<file path="src/rtl/idif_fft8_core.sv">
// idif_fft8_core: 8-point inverse FFT, radix-2 decimation-in-frequency, fully parallel.
// Three registered butterfly stages; each stage halves, so the output is scaled by 1/8.
// Outputs are in natural order. The stage-3 bit-reverse is undone in wiring ahead of
// the last register.
// Build option: define IFFT_ROUND_EN for round-half-up on every shift. By default every
// shift truncates toward -inf.
module idif_fft8_core #(
  parameter int unsigned W       = 9,
  parameter int unsigned TW_FRAC = 8
) (
  input  logic         clk,
  input  logic         rst,
  input  logic [W-1:0] inr0,
  input  logic [W-1:0] inr1,
  input  logic [W-1:0] inr2,
  input  logic [W-1:0] inr3,
  input  logic [W-1:0] inr4,
  input  logic [W-1:0] inr5,
  input  logic [W-1:0] inr6,
  input  logic [W-1:0] inr7,
  input  logic [W-1:0] ini0,
  input  logic [W-1:0] ini1,
  input  logic [W-1:0] ini2,
  input  logic [W-1:0] ini3,
  input  logic [W-1:0] ini4,
  input  logic [W-1:0] ini5,
  input  logic [W-1:0] ini6,
  input  logic [W-1:0] ini7,
  output logic [W-1:0] outreal0,
  output logic [W-1:0] outreal1,
  output logic [W-1:0] outreal2,
  output logic [W-1:0] outreal3,
  output logic [W-1:0] outreal4,
  output logic [W-1:0] outreal5,
  output logic [W-1:0] outreal6,
  output logic [W-1:0] outreal7,
  output logic [W-1:0] outimag0,
  output logic [W-1:0] outimag1,
  output logic [W-1:0] outimag2,
  output logic [W-1:0] outimag3,
  output logic [W-1:0] outimag4,
  output logic [W-1:0] outimag5,
  output logic [W-1:0] outimag6,
  output logic [W-1:0] outimag7
);

  // Product width: the sample, the constant, and headroom for sum and negation.
  localparam int unsigned PW = W + TW_FRAC + 2;
  // cos(pi/4) in fixed point; 181 at TW_FRAC = 8.
  localparam int TwC = $rtoi(0.7071 * (2.0 ** TW_FRAC) + 0.5);
  localparam logic signed [PW-1:0] TwCS = PW'(TwC);

  // (a +/- b) >>> 1. A two-bit-wider intermediate leaves room for the rounding offset.
  function automatic logic signed [W-1:0] half_sum(input logic signed [W-1:0] a,
                                                   input logic signed [W-1:0] b,
                                                   input logic sub);
    logic signed [W+1:0] t;
    t = sub ? ((W+2)'(a) - (W+2)'(b)) : ((W+2)'(a) + (W+2)'(b));
`ifdef IFFT_ROUND_EN
    t = t + (W+2)'(1);
`endif
    return t[W:1];
  endfunction

  // (+/-C*a +/- C*b) >>> TW_FRAC; covers the real and imaginary halves of the odd twiddles.
  function automatic logic signed [W-1:0] tw_mac(input logic signed [W-1:0] a,
                                                 input logic neg_a,
                                                 input logic signed [W-1:0] b,
                                                 input logic neg_b);
    logic signed [PW-1:0] pa, pb, t;
    pa = PW'(a) * TwCS;
    pb = PW'(b) * TwCS;
    if (neg_a) pa = -pa;
    if (neg_b) pb = -pb;
    t = pa + pb;
`ifdef IFFT_ROUND_EN
    t = t + (PW'(1) << (TW_FRAC - 1));
`endif
    return t[TW_FRAC +: W];
  endfunction

  function automatic logic [2:0] bitrev3(input logic [2:0] p);
    return {p[0], p[1], p[2]};
  endfunction

  logic signed [W-1:0] x_re [8];
  logic signed [W-1:0] x_im [8];
  logic signed [W-1:0] d1_re [4];
  logic signed [W-1:0] d1_im [4];
  logic signed [W-1:0] s1_re_d [8];
  logic signed [W-1:0] s1_im_d [8];
  logic signed [W-1:0] s1_re_q [8];
  logic signed [W-1:0] s1_im_q [8];
  logic signed [W-1:0] s2_re_d [8];
  logic signed [W-1:0] s2_im_d [8];
  logic signed [W-1:0] s2_re_q [8];
  logic signed [W-1:0] s2_im_q [8];
  logic signed [W-1:0] s3_re_d [8];
  logic signed [W-1:0] s3_im_d [8];
  logic signed [W-1:0] s3_re_q [8];
  logic signed [W-1:0] s3_im_q [8];

  assign x_re = '{inr0, inr1, inr2, inr3, inr4, inr5, inr6, inr7};
  assign x_im = '{ini0, ini1, ini2, ini3, ini4, ini5, ini6, ini7};

  // Stage 1: span-4 butterflies. The differences are rotated by e^(+j*pi*n/4).
  always_comb begin
    for (int n = 0; n < 4; n++) begin
      s1_re_d[n] = half_sum(x_re[n], x_re[n+4], 1'b0);
      s1_im_d[n] = half_sum(x_im[n], x_im[n+4], 1'b0);
      d1_re[n]   = half_sum(x_re[n], x_re[n+4], 1'b1);
      d1_im[n]   = half_sum(x_im[n], x_im[n+4], 1'b1);
    end
    s1_re_d[4] = d1_re[0];
    s1_im_d[4] = d1_im[0];
    // (1+j)/sqrt2: re = C(a-b), im = C(a+b)
    s1_re_d[5] = tw_mac(d1_re[1], 1'b0, d1_im[1], 1'b1);
    s1_im_d[5] = tw_mac(d1_re[1], 1'b0, d1_im[1], 1'b0);
    // +j: swap and negate. Negating the most negative value wraps; inputs never reach it.
    s1_re_d[6] = -d1_im[2];
    s1_im_d[6] = d1_re[2];
    // (-1+j)/sqrt2: re = -C(a+b), im = C(a-b)
    s1_re_d[7] = tw_mac(d1_re[3], 1'b1, d1_im[3], 1'b1);
    s1_im_d[7] = tw_mac(d1_re[3], 1'b0, d1_im[3], 1'b1);
  end

  // Stage 2: span-2 butterflies within each half. The second difference is rotated by +j.
  always_comb begin
    logic signed [W-1:0] dr, di;
    dr = '0;
    di = '0;
    for (int g = 0; g < 8; g += 4) begin
      for (int m = 0; m < 2; m++) begin
        s2_re_d[g+m] = half_sum(s1_re_q[g+m], s1_re_q[g+m+2], 1'b0);
        s2_im_d[g+m] = half_sum(s1_im_q[g+m], s1_im_q[g+m+2], 1'b0);
        dr = half_sum(s1_re_q[g+m], s1_re_q[g+m+2], 1'b1);
        di = half_sum(s1_im_q[g+m], s1_im_q[g+m+2], 1'b1);
        if (m == 0) begin
          s2_re_d[g+m+2] = dr;
          s2_im_d[g+m+2] = di;
        end else begin
          s2_re_d[g+m+2] = -di;
          s2_im_d[g+m+2] = dr;
        end
      end
    end
  end

  // Stage 3: span-1 butterflies. Results are stored bit-reverse-mapped into natural order.
  always_comb begin
    for (int p = 0; p < 8; p += 2) begin
      s3_re_d[bitrev3(3'(p))]     = half_sum(s2_re_q[p], s2_re_q[p+1], 1'b0);
      s3_im_d[bitrev3(3'(p))]     = half_sum(s2_im_q[p], s2_im_q[p+1], 1'b0);
      s3_re_d[bitrev3(3'(p + 1))] = half_sum(s2_re_q[p], s2_re_q[p+1], 1'b1);
      s3_im_d[bitrev3(3'(p + 1))] = half_sum(s2_im_q[p], s2_im_q[p+1], 1'b1);
    end
  end

  // Pipeline registers. Reset clears everything, so outputs read zero straight away.
  always_ff @(posedge clk or negedge rst) begin
    if (!rst) begin
      for (int i = 0; i < 8; i++) begin
        s1_re_q[i] <= '0;
        s1_im_q[i] <= '0;
        s2_re_q[i] <= '0;
        s2_im_q[i] <= '0;
        s3_re_q[i] <= '0;
        s3_im_q[i] <= '0;
      end
    end else begin
      s1_re_q <= s1_re_d;
      s1_im_q <= s1_im_d;
      s2_re_q <= s2_re_d;
      s2_im_q <= s2_im_d;
      s3_re_q <= s3_re_d;
      s3_im_q <= s3_im_d;
    end
  end

  assign outreal0 = s3_re_q[0];
  assign outreal1 = s3_re_q[1];
  assign outreal2 = s3_re_q[2];
  assign outreal3 = s3_re_q[3];
  assign outreal4 = s3_re_q[4];
  assign outreal5 = s3_re_q[5];
  assign outreal6 = s3_re_q[6];
  assign outreal7 = s3_re_q[7];
  assign outimag0 = s3_im_q[0];
  assign outimag1 = s3_im_q[1];
  assign outimag2 = s3_im_q[2];
  assign outimag3 = s3_im_q[3];
  assign outimag4 = s3_im_q[4];
  assign outimag5 = s3_im_q[5];
  assign outimag6 = s3_im_q[6];
  assign outimag7 = s3_im_q[7];

endmodule

</file>
<file path="config.mk">
export PLATFORM = sky130hd
export DESIGN_NAME = idif_fft8_core
export DESIGN_NICKNAME = d
export VERILOG_FILES = /design/src/rtl/idif_fft8_core.sv
export SDC_FILE = /design/constraint.sdc
export NUM_CORES = 1
export LEC_CHECK = 0
export CAP_MARGIN = 20
export CELL_PAD_IN_SITES_DETAIL_PLACEMENT = 2
export CELL_PAD_IN_SITES_GLOBAL_PLACEMENT = 2
export CORE_AREA = 5 5 306 308
export DETAILED_ROUTE_END_ITERATION = 10
export DIE_AREA = 0 0 311 313
export GPL_ROUTABILITY_DRIVEN = 1
export HOLD_SLACK_MARGIN = 0.06
export PLACE_DENSITY_LB_ADDON = 0.25
export SLEW_MARGIN = 20
export SYNTH_ARGS = -nofsm -noshare
export SYNTH_HDL_FRONTEND = slang
export SYNTH_SLANG_ARGS = --single-unit
</file>
<file path="constraint.sdc">
create_clock -name clk -period 5.1 [get_ports clk]
set_clock_uncertainty 0.15 [all_clocks]
set_input_delay 0.765 -clock clk [delete_from_list [all_inputs] [get_ports clk]]
set_output_delay 0.765 -clock clk [all_outputs]
set_load 0.01 [all_outputs]
</file>
After elaboration in Yosys (flattened, before gate mapping). Cells that the tools add are included. W data, S select, Z words.

Add/sub/neg operators: 58. Multipliers: 4. Divide/modulo/power cells: 0. Magnitude comparators: 0. Equal/unequal tests: 0. Shift operators: 0. Multiplexer cells: 0. Bitwise gates (word level): 0. Reduce and logical (&&, ||, !) cells: 0.

Operators with widths (count): $add A9 B9 Y10 (24); $sub A9 B9 Y10 (24); $add A17 B17 Y17 (4); $mul A9 B9 Y17 const B (4); $neg A17 Y17 (3); $neg A9 Y9 (3).

Register bits after elaboration: 432. Bits in latches: 0. Bits in writable memories: 0. Bits in read-only memories: 0. Output and inout bits: 144. Memories: 0.

Depth between registers and ports, before layout.
Depth in word-level cells: 4. Depth in mapped cells: 32. Depth with buffers taken out: 31.

Least setup slack after synthesis. Ideal clock, no wire load.

Path type: input to register. Start: in ini7[1]. End: reg s1_re_q[8] (netlist bit). Arrival time: 7.004 ns. Slack: -2.133 ns. Stages: 30. Cells stage by stage: inv_1 ha_1 a21o_1 a21oi_1 nor2_1 o21a_1 o21a_1 o21a_1 nor2_1 xnor2_1 ha_1 ha_1 inv_1 fa_1 fa_1 inv_1 fa_1 inv_1 ha_1 and3_1 nand3_1 and4b_1 xnor2_1 ha_1 nor2_1 a211o_1 a21oi_1 o21bai_1 a31oi_1 xor2_1.

RTL lines: from (decl) (RTL line 28) `input logic [W-1:0] ini7,`; to (signal assigned) (RTL line 171) `s1_re_q <= s1_re_d;`; to (decl) (RTL line 92) `logic signed [W-1:0] s1_re_q [8];`.

==> reports/metrics.cfg <==
[run]
maxCapViolations=0

[drt]
antenna_left=0
routed_wl_mm=164
via_per_inst=5.40
route.detailed.drc=0
first_iter_violations=1510
drt_first_pass_iters=5
post_drt_wl_per_cell_um=29.2
via_count=30335

[timing]
max_freq_mhz=137
finalHoldViolCount=0
finalSetupViolCount=36
period_needed_ns=7.31
tightest_slew_ns=0.909
rsz0062_at_grt=true
min_period_over_period_pct=143
report.final.slew_viol_count=0
slew_headroom_pct=39.4
worst_slack_ns=-2.21
tns_ns=-59.98

[global_routing]
grt_overflow=0
antenna_found_initial=21
track_usage_pct=29.0
grt_pass1_vias=35209
grt_max_degree=107
grt_first_pass_wirelength_mm=218

[critical_path]
critPathMaxStageDelay_ns=0.56
worstPathRequired_ns=5.47
worstPathMaxFanout=4
endpoint_kind=flop
critPathLaunchType=primary input
crit_top_cell=buf_4
crit_slowest_cell=fa_1
crit_type=in -> reg
arrival_ns=7.68
r2r_setup_slack_ns=1.51

[clocking]
htree_levels=2
cts_tree=done
clock-sinks=432
clk_latency_ns=0.62
clk_pin_slew_worst_paths_ns=0.07
clock-root-buffer=clkbuf_16
cts_buffers=51
cts_max_path_buffers=3

[final_layout]
multi_input_area_um2=24500
fin_nets=5288
drive_gt1_share_pct=22.8
final_common_cell=inv_1
area_growth_pct=36.8
fillers=9117
regArea_um2=10800
final_core_utilization_pct=52.6
layout_common_cells=inv_1 (613), ha_1 (526), dfrtp_1 (432)

[synth]
yosysSeqAreaShare_pct=30.9
synth-edff-count=0
synthesis.area_um2=35000
ys_seq_elements=432
synth_ff_type=dfrtp_1
yosys_warnings=0
ys_types=65
synth_area_per_cell_um2=9.63
async_flop_share_pct=100
syn_inst=3632
syn_nets=4533

[floorplan]
io_pins=290
dieArea_um2=97300
fp.dieW_um=311
rows=111
dieHeight_um=313
core_area_um2=90800
start_util_pct=38.5

[placement]
port_buffers=289
dp_hpwl_mm=98.7
place.gp.congestion=0.834

[outcome]
run_status=complete, but fails checks
failed_checks=setup timing

[worst_hold_path]
hold_path_class=reg -> reg

[cell usage after synthesis (13+ instances only)]
master | n | area share (%)
o21a_1 | 91 | 2.0
a21oi_1 | 245 | 3.5
inv_1 | 694 | 7.5
xnor2_1 | 259 | 6.5
o21ai_0 | 64 | 0.92
nand2_1 | 118 | 1.3
nor2b_1 | 59 | 1.1
dfrtp_1 | 432 | 31
ha_1 | 620 | 22
xor2_1 | 145 | 3.6
fa_1 | 135 | 7.7
nor2_1 | 250 | 2.7
a21o_1 | 41 | 0.88
a31o_2 | 19 | 0.48
o21bai_1 | 177 | 3.8
nand3_1 | 20 | 0.29
nor3_1 | 83 | 1.2
nand2b_1 | 13 | 0.23
clkbuf_1 | 41 | 0.44
[flip-flops by register name (all words and copies together) (netlist names)]
| signal | cells |
|---|---|
| outreal5 | 9 |
| s1_re_q | 72 |
| outreal4 | 9 |
| outreal7 | 9 |
| outimag5 | 9 |
| outreal2 | 9 |
| outimag2 | 9 |
| outimag4 | 9 |
| outimag1 | 9 |
| outreal6 | 9 |
| outreal1 | 9 |
| outimag3 | 9 |
| outimag6 | 9 |
| outimag7 | 9 |
| s2_re_q | 72 |
| outreal3 | 9 |
| outimag0 | 9 |
| outreal0 | 9 |
| s1_im_q | 72 |
| s2_im_q | 72 |
[critical path, delay by kind of cell]
family	cells	cell delay, ns
adders and majority gates	6	2.37
buffers and inverters	7	0.89
xor gates and xnor gates	3	0.54
and+or+nand+nor	6	1.31
AOI/OAI and AO/OA	8	1.77
[layer usage]
metal | vias up | global-route usage (%) | wire length (µm)
met5 | - | 0 | 69
met3 | 568 | 4.99 | 7170
li1 | 13142 | - | -
met4 | 12 | 14.4 | 11600
met1 | 15572 | 31.1 | 59900
met2 | 1041 | 55.0 | 85200
[path summary, 6_finish.rpt]
kind | start | endpoint | cells past startpoint
max | inr1[0] | s1_im_q[26] | 30
min reg2reg | s2_im_q[44] | outimag2[8] | 3
max reg2reg | s1_im_q[37] | s2_re_q[44] | 11
min in group asynchronous | rst | s1_re_q[59] | 2
max in group asynchronous | rst | outreal3[7] | 3
min | s2_im_q[44] | outimag2[8] | 3
[through the flow]
step / std cells / setup WS [ns] / area (µm²) / hold WS [ns]
after floorplan: 3632 / -1.69 / 35600 / 0.319
after global placement: 5410 / -2.31 / 42400 / 0.486
after detailed placement: 5410 / -2.81 / 42400 / 0.507
after CTS: 5569 / -1.46 / 46400 / 0.532
after global routing: 5614 / -2.24 / 47800 / 0.564
final: 5620 / -2.21 / 47800 / 0.542
[cell families after synthesis]
group | Yosys count | share of synthesized area, %
adders and majority gates | 755 | 29.9
buffers and inverters | 742 | 8.01
AOI/OAI and AO/OA | 711 | 13.4
and+or+nand+nor | 582 | 7.46
DFF | 432 | 30.9
xor gates and xnor gates | 406 | 10.2
muxes | 4 | 0.115
[repair_timing]
action,in CTS,in global routing
pin swaps,205,196
gates resized for setup,399,216
endpoints found under the setup margin,36,36
hold buffers,1,0
hold endpoints to repair,10,0
setup buffers,86,60
[layout make-up]
| cell class | count | area share (%) |
|---|---|---|
| Multi-Input combinational cell | 2458 | 51.3 |
| Inverter | 695 | 5.54 |
| Tap cell | 1186 | 3.10 |
| Antenna cell | 11 | 0.0576 |
| Clock inverter | 17 | 0.565 |
| Timing Repair Buffer | 749 | 13.7 |
| Clock buffer | 72 | 3.13 |
| Sequential cell | 432 | 22.6 |
Power is not shown: default switching activity piles up to over one toggle a cycle in this logic, so the estimate is an artifact.
